## src/rtl/mult_shift_add_if.sv

```systemverilog
// Handshake and operand bundle for the mult_shift_add sequential multiplier.
// The master drives start/a/b; the slave (the multiplier) returns status and product.
interface mult_shift_add_if #(
    parameter int N = 32
);
    logic           start;
    logic [N-1:0]   a;
    logic [N-1:0]   b;
    logic           ready;
    logic           busy;
    logic           done;
    logic [2*N-1:0] product;

    modport master (
        output start, a, b,
        input  ready, busy, done, product
    );

    modport slave (
        input  start, a, b,
        output ready, busy, done, product
    );
endinterface

```

## src/rtl/mult_shift_add.sv

```systemverilog
// Unsigned shift-and-add multiplier: one partial product per RUN cycle through a 2N-bit ripple adder.
// Optional macro MULT_SHIFT_ADD_EARLY_TERM_EN ends RUN as soon as the remaining multiplier bits are all zero.

module ripple_adder #(
    parameter int N = 32
) (
    input  logic [N-1:0] a,
    input  logic [N-1:0] b,
    input  logic         carry0,
    output logic [N-1:0] sum,
    output logic         carry_out
);
    // Carry is a block-local variable so the chain stays a plain bit-serial ripple.
    always_comb begin : ripple
        logic c;
        sum = '0;
        c   = carry0;
        for (int i = 0; i < N; i++) begin
            sum[i] = a[i] ^ b[i] ^ c;
            c      = (a[i] & b[i]) | (c & (a[i] ^ b[i]));
        end
        carry_out = c;
    end
endmodule

module mult_shift_add #(
    parameter int N = 32
) (
    input  logic           clk,
    input  logic           rst,
    mult_shift_add_if.slave bus
);
    localparam int CW = (N > 2) ? $clog2(N) : 1;

    typedef enum logic [1:0] {
        IDLE = 2'd0,
        RUN  = 2'd1,
        DONE = 2'd2
    } state_t;

    state_t          state;
    state_t          state_next;
    logic [2*N-1:0]  acc;
    logic [2*N-1:0]  mcand_sh;
    logic [2*N-1:0]  add_operand;
    logic [2*N-1:0]  sum;
    logic [N-1:0]    mplier;
    logic [CW-1:0]   count;
    logic            last_iter;
    logic            carry_unused;

    always_comb begin
        add_operand = mplier[0] ? mcand_sh : '0;
    end

    // Carry out can never be set: acc + mcand_sh never exceeds (2^N-1)^2 < 2^(2N).
    ripple_adder #(
        .N(2 * N)
    ) u_adder (
        .a        (acc),
        .b        (add_operand),
        .carry0   (1'b0),
        .sum      (sum),
        .carry_out(carry_unused)
    );

`ifdef MULT_SHIFT_ADD_EARLY_TERM_EN
    assign last_iter = (count == CW'(N - 1)) || (mplier[N-1:1] == '0);
`else
    assign last_iter = (count == CW'(N - 1));
`endif

    always_ff @(posedge clk) begin
        if (rst) begin
            state <= IDLE;
        end else begin
            state <= state_next;
        end
    end

    always_comb begin
        state_next = state;
        case (state)
            IDLE:    if (bus.start) state_next = RUN;
            RUN:     if (last_iter) state_next = DONE;
            DONE:    state_next = IDLE;
            default: state_next = IDLE;
        endcase
    end

    always_ff @(posedge clk) begin
        if (rst) begin
            acc      <= '0;
            mcand_sh <= '0;
            mplier   <= '0;
            count    <= '0;
        end else begin
            case (state)
                IDLE: begin
                    if (bus.start) begin
                        acc      <= '0;
                        mcand_sh <= {{N{1'b0}}, bus.a};
                        mplier   <= bus.b;
                        count    <= '0;
                    end
                end
                RUN: begin
                    acc      <= sum;
                    mcand_sh <= mcand_sh << 1;
                    mplier   <= mplier >> 1;
                    count    <= count + CW'(1);
                end
                default: begin
                end
            endcase
        end
    end

    assign bus.ready   = (state == IDLE);
    assign bus.busy    = (state == RUN);
    assign bus.done    = (state == DONE);
    assign bus.product = acc;
endmodule

```

## src/flat_wrapper.sv

```systemverilog
// flat-port wrapper written by rule: the top's interface ports become plain ports
module mult_shift_add_flat 
#(
    parameter int N = 32
)
  (clk, rst, bus_start, bus_a, bus_b, bus_ready, bus_busy, bus_done, bus_product);
  mult_shift_add_if #(.N(N)) bus_i ();
  input  logic clk;
  input  logic rst;
  input wire logic [$bits(bus_i.start)-1:0] bus_start;
  input wire logic [$bits(bus_i.a)-1:0] bus_a;
  input wire logic [$bits(bus_i.b)-1:0] bus_b;
  output wire logic [$bits(bus_i.ready)-1:0] bus_ready;
  output wire logic [$bits(bus_i.busy)-1:0] bus_busy;
  output wire logic [$bits(bus_i.done)-1:0] bus_done;
  output wire logic [$bits(bus_i.product)-1:0] bus_product;
  assign bus_i.start = bus_start;
  assign bus_i.a = bus_a;
  assign bus_i.b = bus_b;
  assign bus_ready = bus_i.ready;
  assign bus_busy = bus_i.busy;
  assign bus_done = bus_i.done;
  assign bus_product = bus_i.product;
  mult_shift_add #(.N(N)) u_core (.clk(clk), .rst(rst), .bus(bus_i));
endmodule
```

## config.mk

```make
export PLATFORM = sky130hd
export DESIGN_NAME = mult_shift_add_flat
export DESIGN_NICKNAME = d
export VERILOG_FILES = /design/src/rtl/mult_shift_add_if.sv /design/src/rtl/mult_shift_add.sv /design/src/flat_wrapper.sv
export SDC_FILE = /design/constraint.sdc
export NUM_CORES = 1
export LEC_CHECK = 0
export ABC_AREA = 1
export ABC_CLOCK_PERIOD_IN_PS = 50800
export BUFFER_PORTS_ARGS = -buffer_cell sky130_fd_sc_hd__buf_2
export CORE_MARGIN = 3
export CORE_UTILIZATION = 25
export CTS_BUF_LIST = sky130_fd_sc_hd__clkbuf_8
export CTS_CLUSTER_SIZE = 8
export DETAILED_ROUTE_END_ITERATION = 12
export PLACE_DENSITY = 0.45
export SKIP_LAST_GASP = 1
export SLEW_MARGIN = 20
export SYNTH_ARGS = -nofsm -noshare
export SYNTH_HDL_FRONTEND = slang
export SYNTH_SLANG_ARGS = --single-unit
```

## constraint.sdc

```tcl
create_clock -name clk -period 50.8 [get_ports clk]
set_clock_uncertainty 0.2 [all_clocks]
set_input_delay 7.62 -clock clk [delete_from_list [all_inputs] [get_ports clk]]
set_output_delay 7.62 -clock clk [all_outputs]
set_load 0.1 [all_outputs]
```

==> results of run 1 <==
-- per-layer routing --
layer | up-vias | part of all wire | track usage
met5 | - | 0.0013 | 0
met4 | 6 | 0.0086 | 0.0320
met3 | 13 | 0.059 | 0.0435
met2 | 113 | 0.45 | 0.194
met1 | 2956 | 0.48 | 0.169
li1 | 3115 | - | -
-- worst max-delay path, delay by kind of cell, from the launching register on --
kind,cells,cell delay [ns]
simple gates,4,0.34
fa+ha+maj,62,24.28
buf+inv,4,0.71
compound gates,1,0.14
flops,1,0.63
-- power breakdown --
group / internal (mW) / switching, mW
clock: 0.0405 / 0.0558
combinational: 0.00849 / 0.0210
sequential: 0.136 / 0.00422
total: 0.185 / 0.0811
-- logic make-up (layout without fill, tap and decap cells) --
group / count (synthesis) / count (layout) / share of synthesized area
compound gates: 294 / 294 / 0.214
simple gates: 188 / 188 / 0.104
flops: 167 / 167 / 0.435
buf+inv: 149 / 248 / 0.0814
fa+ha+maj: 65 / 65 / 0.166
-- stage by stage --
step                hold WS (ns)  cells  setup WS, ns  cell area [sq um]
global placement           0.267   1320         24.58               8570
finish                     0.281   1352         24.37               8960
CTS                        0.279   1352         24.23               8950
global route               0.320   1352         23.28               8960
detailed placement         0.264   1320         24.37               8580
floorplan                  0.244    863         25.48               7690
-- flip-flops by register name, summed over array words and instances, names as in the netlist --
signal / count
u_core.mplier: 32
u_core.state: 2
u_core.bus.product: 64
u_core.mcand_sh: 64
u_core.count: 5
-- area by class of cell --
cell class,count,share of cell area
well taps,390,0.0545
clock buffers,18,0.0276
multi-input cells,547,0.418
repair buffers,139,0.0793
clock inverters,14,0.0142
inverters,77,0.0327
flip-flops and latches,167,0.373
-- placed cells by master (no fill, tap or decap), types with 2 or more instances in the layout --
cell type / count
o21ai_0: 121
clkinvlp_4: 5
buf_4: 6
inv_6: 4
nand2_1: 77
ha_1: 3
o21ai_1: 5
a22oi_1: 36
inv_1: 76
nor2_1: 40
fa_1: 62
o22ai_1: 62
buf_2: 133
clkbuf_8: 18
dfxtp_1: 166
clkinv_4: 2
nand3_1: 66
a21oi_1: 68
-- path summary, 6_finish.rpt --
kind / start / endpoint / slack [ns] / depth (start not counted)
worst min-delay path: u_core.mplier[31]$_SDFFE_PP0P_ / u_core.mplier[31]$_SDFFE_PP0P_ / 0.28 / 2
worst max register to register: u_core.mplier[0]$_SDFFE_PP0P_ / u_core.bus.product[63]$_SDFFE_PP0P_ / 24.37 / 71
worst min register to register: u_core.mplier[31]$_SDFFE_PP0P_ / u_core.mplier[31]$_SDFFE_PP0P_ / 0.28 / 2
worst max-delay path: u_core.mplier[0]$_SDFFE_PP0P_ / u_core.bus.product[63]$_SDFFE_PP0P_ / 24.37 / 71
==> out/metrics.sh, run 1 <==
RUN_STATUS='complete, no violations'
GP_CONGESTION=0.700
HTREE_NUM_LEVELS=4
CP.ARRIVAL_NS=26.62
NUMBER_OF_DRC_MARKERS_AFTER_THE_INITIAL_DETAILED_ROUTE_ITERATION=382
CTS_ROOT_BUFFER='clkbuf_8'
CHIPWIDTH_UM=181
ANTENNA_FOUND_INITIAL=3
CP-START-KIND='flip-flop'
DESIGN_POWER_TOTAL_uW=266
ROUTED-VIA-COUNT=6203
RSZ0062_AT_GRT='no'
ROUTEDWLPERCELL_UM=15.1
GLOBAL_ROUTE_WIRE_LENGTH_BEFORE_REPAIR_UM=33600
YS_WARNS=0
GLOBALROUTE.TOTALOVERFLOW=0
REQUIRED_NS=50.99
FINAL_NET_COUNT=1081
SYNTH.YOSYS.SEQ_AREA_SHARE=0.435
YOSYSTOPAREACELL='dfxtp_1'
MAX_SLEW.WORST_PIN.SLEW_NS=1.03
SYNTH_AREA_SQ_UM=7690
MAPPEDNETLISTNETS=995
FINALWORSTPATHREQUIREDPERIOD_NS=26.43
MAXCLOCKFREQUENCY_GHz=0.0378
TYPE_OF_THE_WORST_SETUP_PATH='flip-flop to flip-flop'
POSTLAYOUTCOREUTIL=0.299
POSTCTSRESIZEDCELLS=0
SLEW-LIMIT-HEADROOM=0.312
NUM-FILL-CELLS=3192
TRITONCTS='done'
IR_DROP_V=0.0000134
STD_CELL_ROWS=63
CPMAXSTAGEDELAYCELL='dfxtp_2'
SHARE_OF_THE_CLOCK_PERIOD_USED_BY_THE_WORST_PATH=0.520
SYNTH_CELL_TYPE_COUNT=23
POWERDENSITY_nW_PER_UM2=29.7
CTS.CLK_SLEW.WORST_PATHS_NS=0.11
SYNTH.FF_LATCH_COUNT=167
VIA_COUNT_OF_THE_FIRST_GLOBAL_ROUTING_PASS=6154
INITIAL_CORE_UTIL=0.257
CTSLONGESTPATHBUFFERS=2
POST-DP-HPWL_UM=12800
AREA_OF_THE_MULTI_INPUT_GATES_SQ_UM=3750
OVERALL_TRACK_DEMAND_OVER_CAPACITY_IN_GLOBAL_ROUTING=0.126
DRIVE_GT1_FRAC=0.184
AVG_VIAS_PER_CELL=4.59
SYNTH_EDF_COUNT=0
POWER_LEAKAGE_nW=3.00
REPORT.FINAL.SETUP_VIOL=0
PORT-BUFFER-COUNT=133
CRITPATHMAXSTAGEDELAY_NS=0.63
YS.FLOP_TYPE='dfxtp_1'
N_ANTENNA_CELL=0
SYNTH_COMMONEST_CELLS='dfxtp_1 (167), o21ai_0 (121), nand2_1 (78)'
POST_SYNTH_INST_COUNT=863
DETAILEDROUTE.FIRSTPASSITERATIONCOUNT=5
GRT_START_MAX_NET_PINS=126
NUM_IO_PINS=134
CRITICAL-PATH-TOP-CELL-BY-COUNT='fa_1'
TOTALNEGATIVESETUPSLACK_NS=0
SYNTH.TOP_CELLS.BY_AREA='dfxtp_1 (43%), fa_1 (16%), o21ai_0 (7.9%)'
REGISTER_AREA_SQ_UM=3340
ANTENNA_VIOLATING_NETS_POST_ROUTE=0
TOP_COUNT_CELL_POST_SYNTH='dfxtp_1'
DIE-AREA_SQ_UM=32900
SETUP.WORST_PATH.END_CLASS='flip-flop'
SYNTH_TOP_CELL_AREA_SHARE=0.435
POSTROUTEWIRELENGTH_UM=20400
AREA_DELTA_SYNTH_FINAL_PCT=16.5
CORE_AREA_SQ_UM=30000
TIMING.MAX_CAP.VIOLATIONS=0
HOLD_VIOLATIONS=0
CTS.HOLD.BUFFERS_ADDED=0
INSERTION_DELAY_TO_THE_LATER_SINK_OF_THE_WORST_SKEW_PAIR_NS=0.47
POSTSYNTHAREAPERCELL_SQ_UM=8.91
SYNTH_ASYNC_SR_FLOP_SHARE=0
DIE_H_UM=181
SETUP_FIX_BUFS_POST_CTS=0
CRITICAL_PATH_PEAK_FANOUT=43
CTS-BUFFERS-INSERTED=17
CLOCK_SINK_COUNT=167
HOLD_CLASS='flip-flop to flip-flop'
FINAL-MAX-SLEW-VIOLATION-COUNT=0
DETAIL_ROUTE.DRC_VIOLATIONS=0
Power figures use the tool's default switching activity.
==> run 2, diff against run 1 <==
--- a/config.mk
+++ b/config.mk
@@ -6,7 +6,7 @@
 export NUM_CORES = 1
 export LEC_CHECK = 0
 export ABC_AREA = 1
-export ABC_CLOCK_PERIOD_IN_PS = 50800
+export ABC_CLOCK_PERIOD_IN_PS = 26700
 export BUFFER_PORTS_ARGS = -buffer_cell sky130_fd_sc_hd__buf_2
 export CORE_MARGIN = 3
 export CORE_UTILIZATION = 25
==> constraint.sdc (replaced) <==
create_clock -name clk -period 26.7 [get_ports clk]
set_clock_uncertainty 0.2 [all_clocks]
set_input_delay 4.005 -clock clk [delete_from_list [all_inputs] [get_ports clk]]
set_output_delay 4.005 -clock clk [all_outputs]
set_load 0.1 [all_outputs]
==> run 2 against run 1 <==
Compared with the run above: flip-flop and latch count stayed put; cell area hardly changed; global-route usage is 0.28 points lower; largest power group unchanged; die area stayed put; maximum frequency is 3.0% higher; count of clock-buffer cells in the layout is 1 lower; hold slack better by 0.0032 ns; sequential power is 89% higher; worst setup slack worse by 23 ns; total power is 89% higher; register-to-register slack worse by 23 ns.
==> out/metrics.sh, run 2 (synthesis gave the netlist of run 1 again) <==
POSTCTSRESIZEDCELLS=0
SLEW-LIMIT-HEADROOM=0.309
ROUTED-VIA-COUNT=6171
CP-START-KIND='flip-flop'
AVG_VIAS_PER_CELL=4.56
INSERTION_DELAY_TO_THE_LATER_SINK_OF_THE_WORST_SKEW_PAIR_NS=0.46
TRITONCTS='done'
CORE_AREA_SQ_UM=30000
FINALWORSTPATHREQUIREDPERIOD_NS=25.66
TOTALNEGATIVESETUPSLACK_NS=0
RUN_STATUS='complete, no violations'
TIMING.MAX_CAP.VIOLATIONS=0
REQUIRED_NS=26.89
GP_CONGESTION=0.707
CHIPWIDTH_UM=181
POSTROUTEWIRELENGTH_UM=20000
OVERALL_TRACK_DEMAND_OVER_CAPACITY_IN_GLOBAL_ROUTING=0.123
CTS.HOLD.BUFFERS_ADDED=0
NUM_IO_PINS=134
SETUP.WORST_PATH.END_CLASS='flip-flop'
ANTENNA_FOUND_INITIAL=3
CRIT-REG2REG-LAUNCH='u_core.mcand_sh[0]$_SDFFE_PP0P_'
WORSTREG2REGEND='u_core.bus.product[63]$_SDFFE_PP0P_'
REGISTER_AREA_SQ_UM=3340
DESIGN_POWER_TOTAL_uW=504
CRITICAL_PATH_PEAK_FANOUT=3
MAX_SLEW.WORST_PIN.SLEW_NS=1.04
INITIAL_CORE_UTIL=0.257
FINAL-MAX-SLEW-VIOLATION-COUNT=0
DETAIL_ROUTE.DRC_VIOLATIONS=0
CPMAXSTAGEDELAYCELL='fa_1'
IR_DROP_V=0.0000231
CTS.CLK_SLEW.WORST_PATHS_NS=0.11
WORST_SETUP_PATH_STARTPOINT='u_core.mcand_sh[0]$_SDFFE_PP0P_'
CTS-BUFFERS-INSERTED=17
MOST_USED_CELLS_IN_THE_LAYOUT_EXCLUDING_FILL_AND_TAP_CELLS='dfxtp_1 (166), buf_2 (133), o21ai_0 (121)'
GLOBALROUTE.TOTALOVERFLOW=0
NUM-FILL-CELLS=3200
AREA_DELTA_SYNTH_FINAL_PCT=16.6
VIA_COUNT_OF_THE_FIRST_GLOBAL_ROUTING_PASS=6016
DRIVE_GT1_FRAC=0.186
REPORT.FINAL.SETUP_VIOL=0
POWER_LEAKAGE_nW=3.02
FINAL_NET_COUNT=1082
HOLD_VIOLATIONS=0
RSZ0062_AT_GRT='no'
CTSLONGESTPATHBUFFERS=2
FINAL_CELL_AREA_EXCLUDING_FILLER_CELLS_SQ_UM=8970
CRITPATHMAXSTAGEDELAY_NS=0.46
HTREE_NUM_LEVELS=4
DP_SLACK_NS=1.01
SETUP_FIX_BUFS_POST_CTS=0
DIE_H_UM=181
GLOBAL_ROUTE_WIRE_LENGTH_BEFORE_REPAIR_UM=33000
POST-DP-HPWL_UM=12800
CTS_ROOT_BUFFER='clkbuf_8'
HOLD_CLASS='flip-flop to flip-flop'
CLOCK_SINK_COUNT=167
STD_CELL_ROWS=63
AREA_OF_THE_MULTI_INPUT_GATES_SQ_UM=3750
TYPE_OF_THE_WORST_SETUP_PATH='flip-flop to flip-flop'
LAYOUT.CELLS.MOST_COMMON='dfxtp_1'
DPL_CELL_AREA_SQ_UM=8580
SETUP.REG_TO_REG.WORST_SLACK_NS=1.04
POWERDENSITY_nW_PER_UM2=56.2
CP.ARRIVAL_NS=25.84
CRITICAL-PATH-TOP-CELL-BY-COUNT='fa_1'
NUMBER_OF_DRC_MARKERS_AFTER_THE_INITIAL_DETAILED_ROUTE_ITERATION=344
SHARE_OF_THE_CLOCK_PERIOD_USED_BY_THE_WORST_PATH=0.961
GRT_START_MAX_NET_PINS=126
R2R_CELLS=73
MAXCLOCKFREQUENCY_GHz=0.0390
ANTENNA_VIOLATING_NETS_POST_ROUTE=0
WHS_PATH_DEPTH=2
PORT-BUFFER-COUNT=133
DETAILEDROUTE.FIRSTPASSITERATIONCOUNT=5
DIE-AREA_SQ_UM=32900
CRITICAL_PATH.ENDPOINT='u_core.bus.product[63]$_SDFFE_PP0P_'
ROUTEDWLPERCELL_UM=14.8
POSTLAYOUTSETUPSLACKWORST_NS=1.04
-- run 2: cell count changes in the layout (fill, tap and decap cells not counted), sizes merged --
cell / change
diode: +1
clkinvlp: -5
inv: +3
clkinv: +3
buf: +1
clkbuf: -1
-- run 2: cell type report --
cell class | count | area share
multi-input cells | 547 | 0.418
flip-flops and latches | 167 | 0.373
repair buffers | 140 | 0.0801
well taps | 390 | 0.0544
inverters | 77 | 0.0326
clock buffers | 17 | 0.0261
clock inverters | 15 | 0.0156
diodes | 1 | 0.000279
-- run 2: where the power goes --
group	internal, mW	total (mW)	leakage, nW	switching [mW]
logic	0.0163	0.0569	1.46	0.0406
clock network	0.0760	0.181	0.198	0.105
registers	0.259	0.266	1.36	0.00704
-- run 2: how the worst min path moves through the flow --
stage / endpoint / slack (ns) / start
6_report: u_core.mplier[31]$_SDFFE_PP0P_ / 0.28 / u_core.mplier[31]$_SDFFE_PP0P_
4_1_cts: u_core.count[3]$_SDFFE_PP0P_ / 0.29 / u_core.count[3]$_SDFFE_PP0P_
5_1_grt: u_core.mplier[31]$_SDFFE_PP0P_ / 0.32 / u_core.mplier[31]$_SDFFE_PP0P_
2_1_floorplan: u_core.mplier[31]$_SDFFE_PP0P_ / 0.24 / u_core.mplier[31]$_SDFFE_PP0P_
3_3_place_gp: u_core.count[3]$_SDFFE_PP0P_ / 0.27 / u_core.count[3]$_SDFFE_PP0P_
3_5_place_dp: u_core.count[3]$_SDFFE_PP0P_ / 0.28 / u_core.count[3]$_SDFFE_PP0P_
-- run 2: metal layers --
layer / GRT usage / wire length [um] / up-vias
li1: - / - / 3113
met1: 0.168 / 9590 / 2906
met2: 0.184 / 8750 / 129
met3: 0.0427 / 1300 / 19
met4: 0.0363 / 312 / 4
met5: 0 / 27 / -
-- run 2: per-stage QoR --
stage,cells,util,hold slack [ns]
floorplan,863,-,0.244
global placement,1321,0.286,0.269
detailed placement,1321,0.287,0.275
CTS,1353,0.299,0.292
global route,1354,0.299,0.320
finish,1354,0.299,0.285
-- run 2: critical path: cells and delay by family (launching register included) --
family / cells / cell delay, ns
adders and majority gates: 63 / 24.25
DFF: 1 / 0.37
AOI/OAI and AO/OA: 1 / 0.15
buffers and inverters: 5 / 0.30
and+or+nand+nor: 4 / 0.25
